==> config.mk <==
export PLATFORM = sky130hd
export DESIGN_NAME = openram_scan_ctrl
export DESIGN_NICKNAME = d
export VERILOG_FILES = /design/src/rtl/openram_scan_ctrl.sv
export SDC_FILE = /design/constraint.sdc
export NUM_CORES = 1
export LEC_CHECK = 0
export BUFFER_PORTS_ARGS = -buffer_cell sky130_fd_sc_hd__buf_2
export CAP_MARGIN = 25
export CORE_AREA = 5 5 451 453
export CTS_CLUSTER_DIAMETER = 40
export DETAILED_ROUTE_END_ITERATION = 6
export DIE_AREA = 0 0 456 458
export PLACE_DENSITY = 0.39
export SYNTH_ARGS = -nofsm -noshare
export SYNTH_HDL_FRONTEND = slang
export SYNTH_SLANG_ARGS = --single-unit
==> constraint.sdc <==
create_clock -name clk -period 3.55 [get_ports clk]
set_input_delay 0.1775 -clock clk [delete_from_list [all_inputs] [get_ports clk]]
set_output_delay 0.1775 -clock clk [all_outputs]
set_load 0.1 [all_outputs]
==> src/rtl/openram_scan_ctrl.sv <==
// Scan-chain front end for the OpenRAM testchip: a serial packet drives one registered
// dual-port SRAM access per global_csb strobe, and the read data is folded back into the packet.
module openram_scan_ctrl #(
  parameter int ADDR_W    = 16,
  parameter int DATA_W    = 32,
  parameter int WMASK_W   = 4,
  parameter int NUM_BANKS = 16
) (
  input  logic                        clk,
  input  logic                        reset_n,
  input  logic                        scan_en,
  input  logic                        scan_in,
  output logic                        scan_out,
  input  logic                        sram_load,
  input  logic                        global_csb,
  output logic [NUM_BANKS-1:0]        csb0_o,
  output logic [NUM_BANKS-1:0]        csb1_o,
  output logic                        web0_o,
  output logic                        web1_o,
  output logic [ADDR_W-1:0]           addr0_o,
  output logic [ADDR_W-1:0]           addr1_o,
  output logic [DATA_W-1:0]           din0_o,
  output logic [DATA_W-1:0]           din1_o,
  output logic [WMASK_W-1:0]          wmask0_o,
  output logic [WMASK_W-1:0]          wmask1_o,
  input  logic [NUM_BANKS*DATA_W-1:0] dout0_i,
  input  logic [NUM_BANKS*DATA_W-1:0] dout1_i,
  output logic                        busy_o
);

  localparam int SEL_W  = 4;
  localparam int PORT_W = ADDR_W + DATA_W + 2 + WMASK_W;
  localparam int PKT_W  = SEL_W + 2 * PORT_W;

  // Port 1 occupies the low half of the packet, port 0 sits directly above it.
  localparam int WM1_LSB   = 0;
  localparam int WEB1_BIT  = WMASK_W;
  localparam int CSB1_BIT  = WMASK_W + 1;
  localparam int DIN1_LSB  = WMASK_W + 2;
  localparam int ADDR1_LSB = DIN1_LSB + DATA_W;
  localparam int WM0_LSB   = WM1_LSB + PORT_W;
  localparam int WEB0_BIT  = WEB1_BIT + PORT_W;
  localparam int CSB0_BIT  = CSB1_BIT + PORT_W;
  localparam int DIN0_LSB  = DIN1_LSB + PORT_W;
  localparam int ADDR0_LSB = ADDR1_LSB + PORT_W;
  localparam int SEL_LSB   = 2 * PORT_W;

  typedef enum logic [2:0] {
    IDLE,
    ACCESS,
    WAIT,
    CAPTURE,
    READY
  } state_e;

  state_e               state_q, state_d;
  logic [PKT_W-1:0]     pkt_q, pkt_d;
  logic                 armed_q, armed_d;
  logic [SEL_W-1:0]     accSel_q, accSel_d;
  logic                 accRd0_q, accRd0_d;
  logic                 accRd1_q, accRd1_d;
  logic [DATA_W-1:0]    rdata0_q, rdata0_d;
  logic [DATA_W-1:0]    rdata1_q, rdata1_d;
  logic [NUM_BANKS-1:0] csb0_q, csb0_d;
  logic [NUM_BANKS-1:0] csb1_q, csb1_d;
  logic                 web0_q, web0_d;
  logic                 web1_q, web1_d;
  logic [ADDR_W-1:0]    addr0_q, addr0_d;
  logic [ADDR_W-1:0]    addr1_q, addr1_d;
  logic [DATA_W-1:0]    din0_q, din0_d;
  logic [DATA_W-1:0]    din1_q, din1_d;
  logic [WMASK_W-1:0]   wmask0_q, wmask0_d;
  logic [WMASK_W-1:0]   wmask1_q, wmask1_d;

  logic [SEL_W-1:0]     pktSel;
  logic [NUM_BANKS-1:0] bankCsb0, bankCsb1;
  logic [DATA_W-1:0]    bankRd0, bankRd1;
  logic                 startAccess;

  assign pktSel = pkt_q[SEL_LSB +: SEL_W];

  // Chip-select decode from the packet and read-data mux from the latched bank; an
  // out-of-range select matches no bank, so selects stay high and the data reads as zero.
  always_comb begin
    bankCsb0 = '1;
    bankCsb1 = '1;
    bankRd0  = '0;
    bankRd1  = '0;
    for (int b = 0; b < NUM_BANKS; b++) begin
      if (pktSel == SEL_W'(b)) begin
        bankCsb0[b] = pkt_q[CSB0_BIT];
        bankCsb1[b] = pkt_q[CSB1_BIT];
      end
      if (accSel_q == SEL_W'(b)) begin
        bankRd0 = dout0_i[b*DATA_W +: DATA_W];
        bankRd1 = dout1_i[b*DATA_W +: DATA_W];
      end
    end
  end

  always_ff @(posedge clk or negedge reset_n) begin
    if (!reset_n) begin
      state_q  <= IDLE;
      pkt_q    <= '0;
      armed_q  <= 1'b0;
      accSel_q <= '0;
      accRd0_q <= 1'b0;
      accRd1_q <= 1'b0;
      rdata0_q <= '0;
      rdata1_q <= '0;
      csb0_q   <= '1;
      csb1_q   <= '1;
      web0_q   <= 1'b1;
      web1_q   <= 1'b1;
      addr0_q  <= '0;
      addr1_q  <= '0;
      din0_q   <= '0;
      din1_q   <= '0;
      wmask0_q <= '0;
      wmask1_q <= '0;
    end else begin
      state_q  <= state_d;
      pkt_q    <= pkt_d;
      armed_q  <= armed_d;
      accSel_q <= accSel_d;
      accRd0_q <= accRd0_d;
      accRd1_q <= accRd1_d;
      rdata0_q <= rdata0_d;
      rdata1_q <= rdata1_d;
      csb0_q   <= csb0_d;
      csb1_q   <= csb1_d;
      web0_q   <= web0_d;
      web1_q   <= web1_d;
      addr0_q  <= addr0_d;
      addr1_q  <= addr1_d;
      din0_q   <= din0_d;
      din1_q   <= din1_d;
      wmask0_q <= wmask0_d;
      wmask1_q <= wmask1_d;
    end
  end

  // armed_q records that global_csb has been seen high while idle or ready, so a strobe
  // held low across a whole access cannot launch a second one.
  always_comb begin
    state_d     = state_q;
    pkt_d       = pkt_q;
    armed_d     = armed_q;
    accSel_d    = accSel_q;
    accRd0_d    = accRd0_q;
    accRd1_d    = accRd1_q;
    rdata0_d    = rdata0_q;
    rdata1_d    = rdata1_q;
    csb0_d      = csb0_q;
    csb1_d      = csb1_q;
    web0_d      = web0_q;
    web1_d      = web1_q;
    addr0_d     = addr0_q;
    addr1_d     = addr1_q;
    din0_d      = din0_q;
    din1_d      = din1_q;
    wmask0_d    = wmask0_q;
    wmask1_d    = wmask1_q;
    startAccess = 1'b0;

    if (scan_en) begin
      pkt_d = {pkt_q[PKT_W-2:0], scan_in};
    end

    case (state_q)
      IDLE: begin
        if (global_csb) begin
          armed_d = 1'b1;
        end else if (!scan_en && armed_q) begin
          startAccess = 1'b1;
        end
      end
      ACCESS: begin
        csb0_d  = '1;
        csb1_d  = '1;
        state_d = WAIT;
      end
      WAIT: begin
        state_d = CAPTURE;
      end
      CAPTURE: begin
        rdata0_d = bankRd0;
        rdata1_d = bankRd1;
        state_d  = READY;
      end
      READY: begin
        if (global_csb) begin
          armed_d = 1'b1;
        end
        if (!scan_en && sram_load) begin
          if (accRd0_q) pkt_d[DIN0_LSB +: DATA_W] = rdata0_q;
          if (accRd1_q) pkt_d[DIN1_LSB +: DATA_W] = rdata1_q;
          state_d = IDLE;
        end else if (!scan_en && !global_csb && armed_q) begin
          startAccess = 1'b1;
        end
      end
      default: begin
        state_d = IDLE;
      end
    endcase

    if (startAccess) begin
      state_d  = ACCESS;
      armed_d  = 1'b0;
      accSel_d = pktSel;
      accRd0_d = ~pkt_q[CSB0_BIT] & pkt_q[WEB0_BIT];
      accRd1_d = ~pkt_q[CSB1_BIT] & pkt_q[WEB1_BIT];
      csb0_d   = bankCsb0;
      csb1_d   = bankCsb1;
      web0_d   = pkt_q[WEB0_BIT];
      web1_d   = pkt_q[WEB1_BIT];
      addr0_d  = pkt_q[ADDR0_LSB +: ADDR_W];
      addr1_d  = pkt_q[ADDR1_LSB +: ADDR_W];
      din0_d   = pkt_q[DIN0_LSB +: DATA_W];
      din1_d   = pkt_q[DIN1_LSB +: DATA_W];
      wmask0_d = pkt_q[WM0_LSB +: WMASK_W];
      wmask1_d = pkt_q[WM1_LSB +: WMASK_W];
    end
  end

  assign scan_out = pkt_q[PKT_W-1];
  assign busy_o   = (state_q == ACCESS) || (state_q == WAIT) || (state_q == CAPTURE);
  assign csb0_o   = csb0_q;
  assign csb1_o   = csb1_q;
  assign web0_o   = web0_q;
  assign web1_o   = web1_q;
  assign addr0_o  = addr0_q;
  assign addr1_o  = addr1_q;
  assign din0_o   = din0_q;
  assign din1_o   = din1_q;
  assign wmask0_o = wmask0_q;
  assign wmask1_o = wmask1_q;

endmodule

==> results of run 1 <==
## flip-flops by register name, summed over array words and instances (netlist names), 3 cells and up
signal / cells
pkt_q: 112
din0_o: 32
din1_o: 32
rdata0_q: 32
rdata1_q: 32
addr0_o: 16
addr1_o: 16
csb0_o: 16
csb1_o: 16
accSel_q: 4
wmask0_o: 4
wmask1_o: 4
state_q: 3
## cell usage after synthesis, drive strengths merged (8+ instances only)
| library cell | n |
|---|---|
| mux2 | 75 |
| nand2 | 467 |
| nand2b | 18 |
| o21a | 8 |
| o221ai | 53 |
| mux2i | 159 |
| dfrtp | 290 |
| dfstp | 34 |
| a22oi | 35 |
| o21ai | 371 |
| a211o | 11 |
| mux4 | 38 |
| o22ai | 85 |
| a221o | 46 |
| inv | 46 |
| nor2 | 196 |
| nor2b | 46 |
| a2bb2oi | 42 |
| buf | 112 |
| and2 | 8 |
| a21oi | 229 |
| o2bb2ai | 39 |
| nand3 | 9 |
| a221oi | 26 |
| a32oi | 10 |
| clkbuf | 168 |
| a311oi | 33 |
| a22o | 13 |
## layout make-up
type,count,area [µm²]
Timing Repair Buffer,1503,9240
Clock inverter,45,659
Antenna cell,76,190
Clock buffer,117,2420
Inverter,48,184
Tap cell,2656,3320
Multi-Input combinational cell,2131,13600
Fill cell,22500,161000
Sequential cell,324,8170
## repair_timing
| action | CTS | global route |
|---|---|---|
| buffers inserted | 0 | 13 |
| gates resized for setup | 0 | 4 |
| hold buffers | 186 | 0 |
| endpoints found under the setup margin | 0 | 28 |
| endpoints found under the hold margin | 136 | 0 |
## worst paths after layout
| check | slack, ns | startpoint | end | cells after the start |
|---|---|---|---|---|
| max | 0.13 | accSel_q[2]$_DFFE_PN0P_ | rdata0_q[14]$_DFFE_PN0P_ | 8 |
| max reg2reg | 0.13 | accSel_q[2]$_DFFE_PN0P_ | rdata0_q[14]$_DFFE_PN0P_ | 8 |
| min | 0.06 | dout1_i[397] | rdata1_q[13]$_DFFE_PN0P_ | 5 |
| min reg2reg | 0.46 | web1_o$_DFFE_PN1P_ | web1_o$_DFFE_PN1P_ | 2 |
| max in group asynchronous | 2.43 | reset_n | wmask0_o[0]$_DFFE_PN0P_ | 3 |
| min in group asynchronous | 0.16 | reset_n | pkt_q[33]$_DFF_PN0_ | 2 |
## critical path: cells and delay by family (launching register included)
| kind | cells | cell delay, ns |
|---|---|---|
| AND/OR/NAND/NOR | 3 | 0.86 |
| buffers and inverters | 4 | 1.60 |
| flip-flops | 1 | 0.61 |
| AO/OA/AOI/OAI | 1 | 0.24 |
## per-layer routing
layer  share of wire (%)  track usage, %  vias to the layer above
met5                0.33               0                        -
met4                 4.0            7.45                      114
met3                 8.4            6.57                      456
met2                  47            34.7                     1631
met1                  40            25.6                    15300
li1                    -               -                    13100
## metrics by stage
step	power (mW)	std cells
final	24.6	6900
after global routing	25.7	6872
after CTS	24.9	6811
after detailed placement	15.4	6463
after global placement	15.4	6462
after floorplan	10.7	2783
## power by group through the flow
stage	sequential (mW)	combinational (mW)	clock (mW)
after floorplan	6.74	3.97	0
after global placement	6.02	9.34	0
after detailed placement	6.01	9.36	0
after CTS	5.97	10.3	8.57
after global routing	6.03	11.0	8.73
final	5.89	10.4	8.34
## cell families (layout without fill, tap and decap cells)
group | after synthesis | count (layout) | synth area share [%]
compound gates | 1063 | 1063 | 29.7
buf+inv | 328 | 1713 | 6.04
mux | 272 | 272 | 14.3
other cells | 0 | 76 | 0
flops | 324 | 324 | 35.4
xor+xnor | 1 | 1 | 0.0380
simple gates | 795 | 795 | 14.6
==> out/qor.yml, run 1 <==
outcome:
  outcome: "complete, no violations"
cells_and_area:
  fin_area_um2: 37800
  drive_gt1_share_pct: 39.4
  final_nets: 5126
  fin_util_pct: 19.0
  final_common_cell: "buf_2"
  syn_to_final_growth_pct: 64.2
  final_cell_mix: "1167 x buf_2, 464 x nand2_1, 361 x o21ai_0"
floorplanning:
  ios: 1170
  die_height_um: 458
  rows: 164
  die-area_um2: 209000
  initial_core_util_pct: 11.6
  dieWidth_um: 456
  core-area_um2: 199000
synth:
  synth_edf_count: 0
  synth-seq-area-share_pct: 35.4
  yosys_register_bits: 324
  ys.flop_type: "dfrtp_1"
  synth.area.top_cells: "dfrtp_1 32%, o21ai_0 7.8%, nand2_1 7.6%, mux2i_1 6.9%, a21oi_1 5.0%"
  netlist.area_leader.share_pct: 31.5
  synth_area_um2: 23000
  ys_types: 70
  syn_avg_cell_area_um2: 8.28
  synth_nets: 3813
  yosys_warnings: 0
  syn_inst: 2783
  ys_async_sr_fraction_pct: 100
  yosys.area.top_type: "dfrtp_1"
cts:
  cts_tree: "built"
  clk_latency_ns: 0.69
  clock_sinks: 324
  cts_buffer_depth: 3
  cts_buffers: 88
  htree_levels: 3
  clk_pin_slew_ns: 0.04
  clock-root-buffer: "clkbuf_16"
drt:
  wirelength_um: 230000
  drc: 0
  ant_nets: 0
  vias: 30500
  vias_per_cell: 4.42
  firstDrtPassIters: 7
  drt_iter0_drc: 2838
  routedWlPerCell_um: 33.4
global_route:
  first_global_vias: 30600
  grtUsageTotal_pct: 21.0
  gr-total-overflow: 0
  grt_max_degree: 94
  grt_first_pass_wirelength_um: 297000
  antenna_found_initial: 201
sta:
  fin_skew_ns: 0.0575
  worstMarginPinSlew_ns: 1.07
  finalHoldViolCount: 0
  slew_violations: 0
  layout_setup_ws_ns: 0.131
  tns_ns: 0
  finalCritPeriodShare_pct: 96.3
  fin_crit_ns: 3.42
  final-setup-viol-count: 0
  max_freq_mhz: 293
  hold_ws_ns: 0.0641
  slew_headroom_pct: 28.3
  rsz0062_at_grt: "no"
place:
  place.detailed.hpwl_um: 193000
  portBuffers: 1169
  post_dp_cell_area_um2: 32600
  dpl_worst_slack_ns: 0.564
  gp_congestion: 0.947
worst_setup_path:
  cpMostUsedCell: "dlygate4sd3_1"
  worst-path-max-fanout: 26
  worstSetupEndpointType: "flop"
  cp_cell_sequence: "buf_6, nand4_1, buf_4, nand2_1, or3_1, dlygate4sd3_1, o31ai_1, dlygate4sd3_1"
  worstSetupStartpointType: "flop"
  arrival_ns: 4.02
  critical-path-max-stage-delay_ns: 0.61
  crit_type: "reg2reg"
  cp.required_ns: 4.15
  cp_slowest_cell: "dfrtp_4"
pwr:
  leakage_nw: 16.8
  p_seq_share_pct: 23.9
  power_density_nw_per_um2: 651
  combinationalPowerShare_pct: 42.2
  p_sw_mw: 10.7
  ir_worst_vdd_uv: 336
  clkPwrFrac_pct: 33.9
  switching_share_pct: 43.3
  p_int_mw: 14.0
worst_hold_path:
  min_path_type: "in2reg"
flow_run:
  drv_cap: 0
No activity file was read; power rests on OpenSTA's default activity.
==> inputs of run 2 (changes only) <==
MAX_ROUTING_LAYER = met4   (was unset)
==> run 2 against run 1 <==
  * Critical path depth grew 1
  * Worst setup slack lost 0.091 ns
  * Critical path type unchanged
  * First-iteration DRC count grew 8.8%
==> out/qor.yml, run 2 (same netlist as run 1, synthesis figures left out) <==
cells_and_area:
  final_common_cell: "buf_2"
  final_cells: 7026  # +1.8%
  largest_register_ffs: 112  # unchanged
  syn_to_final_growth_pct: 68.0
  top_register: "pkt_q"
  drive_gt1_share_pct: 39.0  # -0.43 points
  fin_area_um2: 38700  # +2.3%
  final_nets: 5206  # +1.6%
  final_cell_mix: "1167 x buf_2, 464 x nand2_1, 361 x o21ai_0"
  fin_util_pct: 19.5  # +0.44 points
sta:
  fin_crit_ns: 3.51  # +0.0908 ns
  layout_setup_ws_ns: 0.0404  # -0.0908 ns
  finalCritPeriodShare_pct: 98.9  # +2.6 points
  slew_violations: 0  # unchanged
  finalHoldViolCount: 0  # unchanged
  hold_ws_ns: 0.0730  # +0.00894 ns
  worstMarginPinSlew_ns: 1.01  # -0.0543 ns
  tns_ns: 0  # unchanged
  final-setup-viol-count: 0  # unchanged
  max_freq_mhz: 285  # -2.6%
  rsz0062_at_grt: "no"
  slew_headroom_pct: 32.4  # +4.2 points
  fin_skew_ns: 0.0396  # -0.0178 ns
place:
  dp_cells: 6472  # +0.14%
  dpl_worst_slack_ns: 0.605  # +0.0411 ns
  gp_congestion: 0.977  # +3.2%
  place.detailed.hpwl_um: 192000  # about the same
  portBuffers: 1169  # unchanged
  post_dp_cell_area_um2: 32600  # +0.26%
cts:
  clock-root-buffer: "clkbuf_16"
  clock_sinks: 324  # unchanged
  clk_latency_ns: 0.68  # about the same
  clk_pin_slew_ns: 0.05  # about the same
  htree_levels: 3  # unchanged
  cts_buffer_depth: 3  # unchanged
  cts_buffers: 85  # -3.4%
  cts_tree: "built"
drt:
  wirelength_um: 231000  # +0.36%
  vias_per_cell: 4.41  # -0.30%
  route.met3.wl_um: 18300  # -5.9%
  wl_met1_um: 96100  # +3.7%
  routedWlPerCell_um: 32.9  # -1.4%
  dr.max_layer_used: "met4"
  drt_iter0_drc: 3087  # +8.8%
  firstDrtPassIters: 6  # -1
  dr_wl_met2_um: 108000  # -0.20%
  vias: 31000  # +1.5%
  drc: 0  # unchanged
  ant_nets: 0  # unchanged
worst_hold_path:
  min_path_type: "in2reg"
floorplanning:
  core-area_um2: 199000  # unchanged
  die-area_um2: 209000  # unchanged
  die_height_um: 458  # unchanged
  ios: 1170  # unchanged
  dieWidth_um: 456  # unchanged
  initial_core_util_pct: 11.6  # unchanged
  rows: 164  # unchanged
worst_setup_path:
  worstSetupEndpointType: "flop"
  cp_slowest_cell: "dfrtp_4"
  worstSetupStartpointType: "flop"
  worst-path-max-fanout: 18  # -31%
  crit_type: "reg2reg"
  cpLargestDelayFamily: "buffers and inverters"
  cp.required_ns: 4.16  # about the same
  crit_buf_inv: 4  # unchanged
  critical-path-max-stage-delay_ns: 0.61  # about the same
  arrival_ns: 4.12  # +0.10 ns
  cp_cell_sequence: "buf_4, nor2b_4, buf_4, o21ai_0, o21ai_0, a211oi_1, dlygate4sd3_1, a21oi_1, dlygate4sd3_1"
global_route:
  grtUsageTotal_pct: 21.6  # +0.66 points
  gr-total-overflow: 0  # unchanged
  grt_first_pass_wirelength_um: 298000  # +0.39%
  first_global_vias: 31100  # +1.5%
  antenna_found_initial: 188  # -6.5%
  grt_max_degree: 91  # -3.2%
flow_run:
  drv_cap: 0  # unchanged
pwr:
  ir_worst_vdd_uv: 315  # -6.3%
  power_mw: 24.5  # -0.47%
  power_density_nw_per_um2: 633  # -2.7%
  leakage_nw: 17.1  # +1.9%
outcome:
  outcome: "complete, no violations"
## run 2: changes by cell type in the layout (fill, tap and decap cells not counted), sizes merged
cell / delta
buf: +8
clkinv: -8
clkinvlp: +7
clkbuf: -5
diode: +47
inv: +8
bufinv: -5
dlygate4sd3: +74
## run 2: power by group
part / internal (mW) / switching (mW)
registers: 4.59 / 1.31
logic: 3.69 / 6.79
clock network: 5.33 / 2.80
total: 13.6 / 10.9
## run 2: final timing paths
check	slack [ns]	startpoint	depth (start not counted)	endpoint
min in group asynchronous	0.12	reset_n	2	din1_o[26]$_DFFE_PN0P_
worst max-delay path	0.04	accSel_q[1]$_DFFE_PN0P_	9	rdata0_q[17]$_DFFE_PN0P_
worst min register to register	0.46	web0_o$_DFFE_PN1P_	2	web0_o$_DFFE_PN1P_
max in group asynchronous	2.30	reset_n	3	accSel_q[0]$_DFFE_PN0P_
worst min-delay path	0.07	dout1_i[235]	4	rdata1_q[11]$_DFFE_PN0P_
worst max register to register	0.04	accSel_q[1]$_DFFE_PN0P_	9	rdata0_q[17]$_DFFE_PN0P_
## run 2: cell type report
type | count | area [µm²]
fillers | 22500 | 160000
multi-input cells | 2131 | 13600
well taps | 2656 | 3320
inverters | 48 | 184
diodes | 123 | 308
repair buffers | 1586 | 10100
clock buffers | 111 | 2400
clock inverters | 47 | 622
flip-flops and latches | 324 | 8170
## run 2: repair_timing
action / in CTS / in global routing
resized for setup: 0 / 2
setup endpoints to repair: 0 / 10
hold endpoints to repair: 164 / 0
buffers inserted: 0 / 13
hold buffers: 260 / 0
## run 2: layer usage
metal  up-vias  GRT usage (%)
li1      13300              -
met1     15600           26.5
met2      1682           34.5
met3       364           5.60
met4         0           7.56
met5         -              -
## run 2: worst register-to-register path, cell delays in order (launching register included)
cell and delay (ns):
dfrtp_4 0.61, buf_4 0.28, nor2b_4 0.23, buf_4 0.37
o21ai_0 0.36, o21ai_0 0.23, a211oi_1 0.12, dlygate4sd3_1 0.57
a21oi_1 0.12, dlygate4sd3_1 0.55
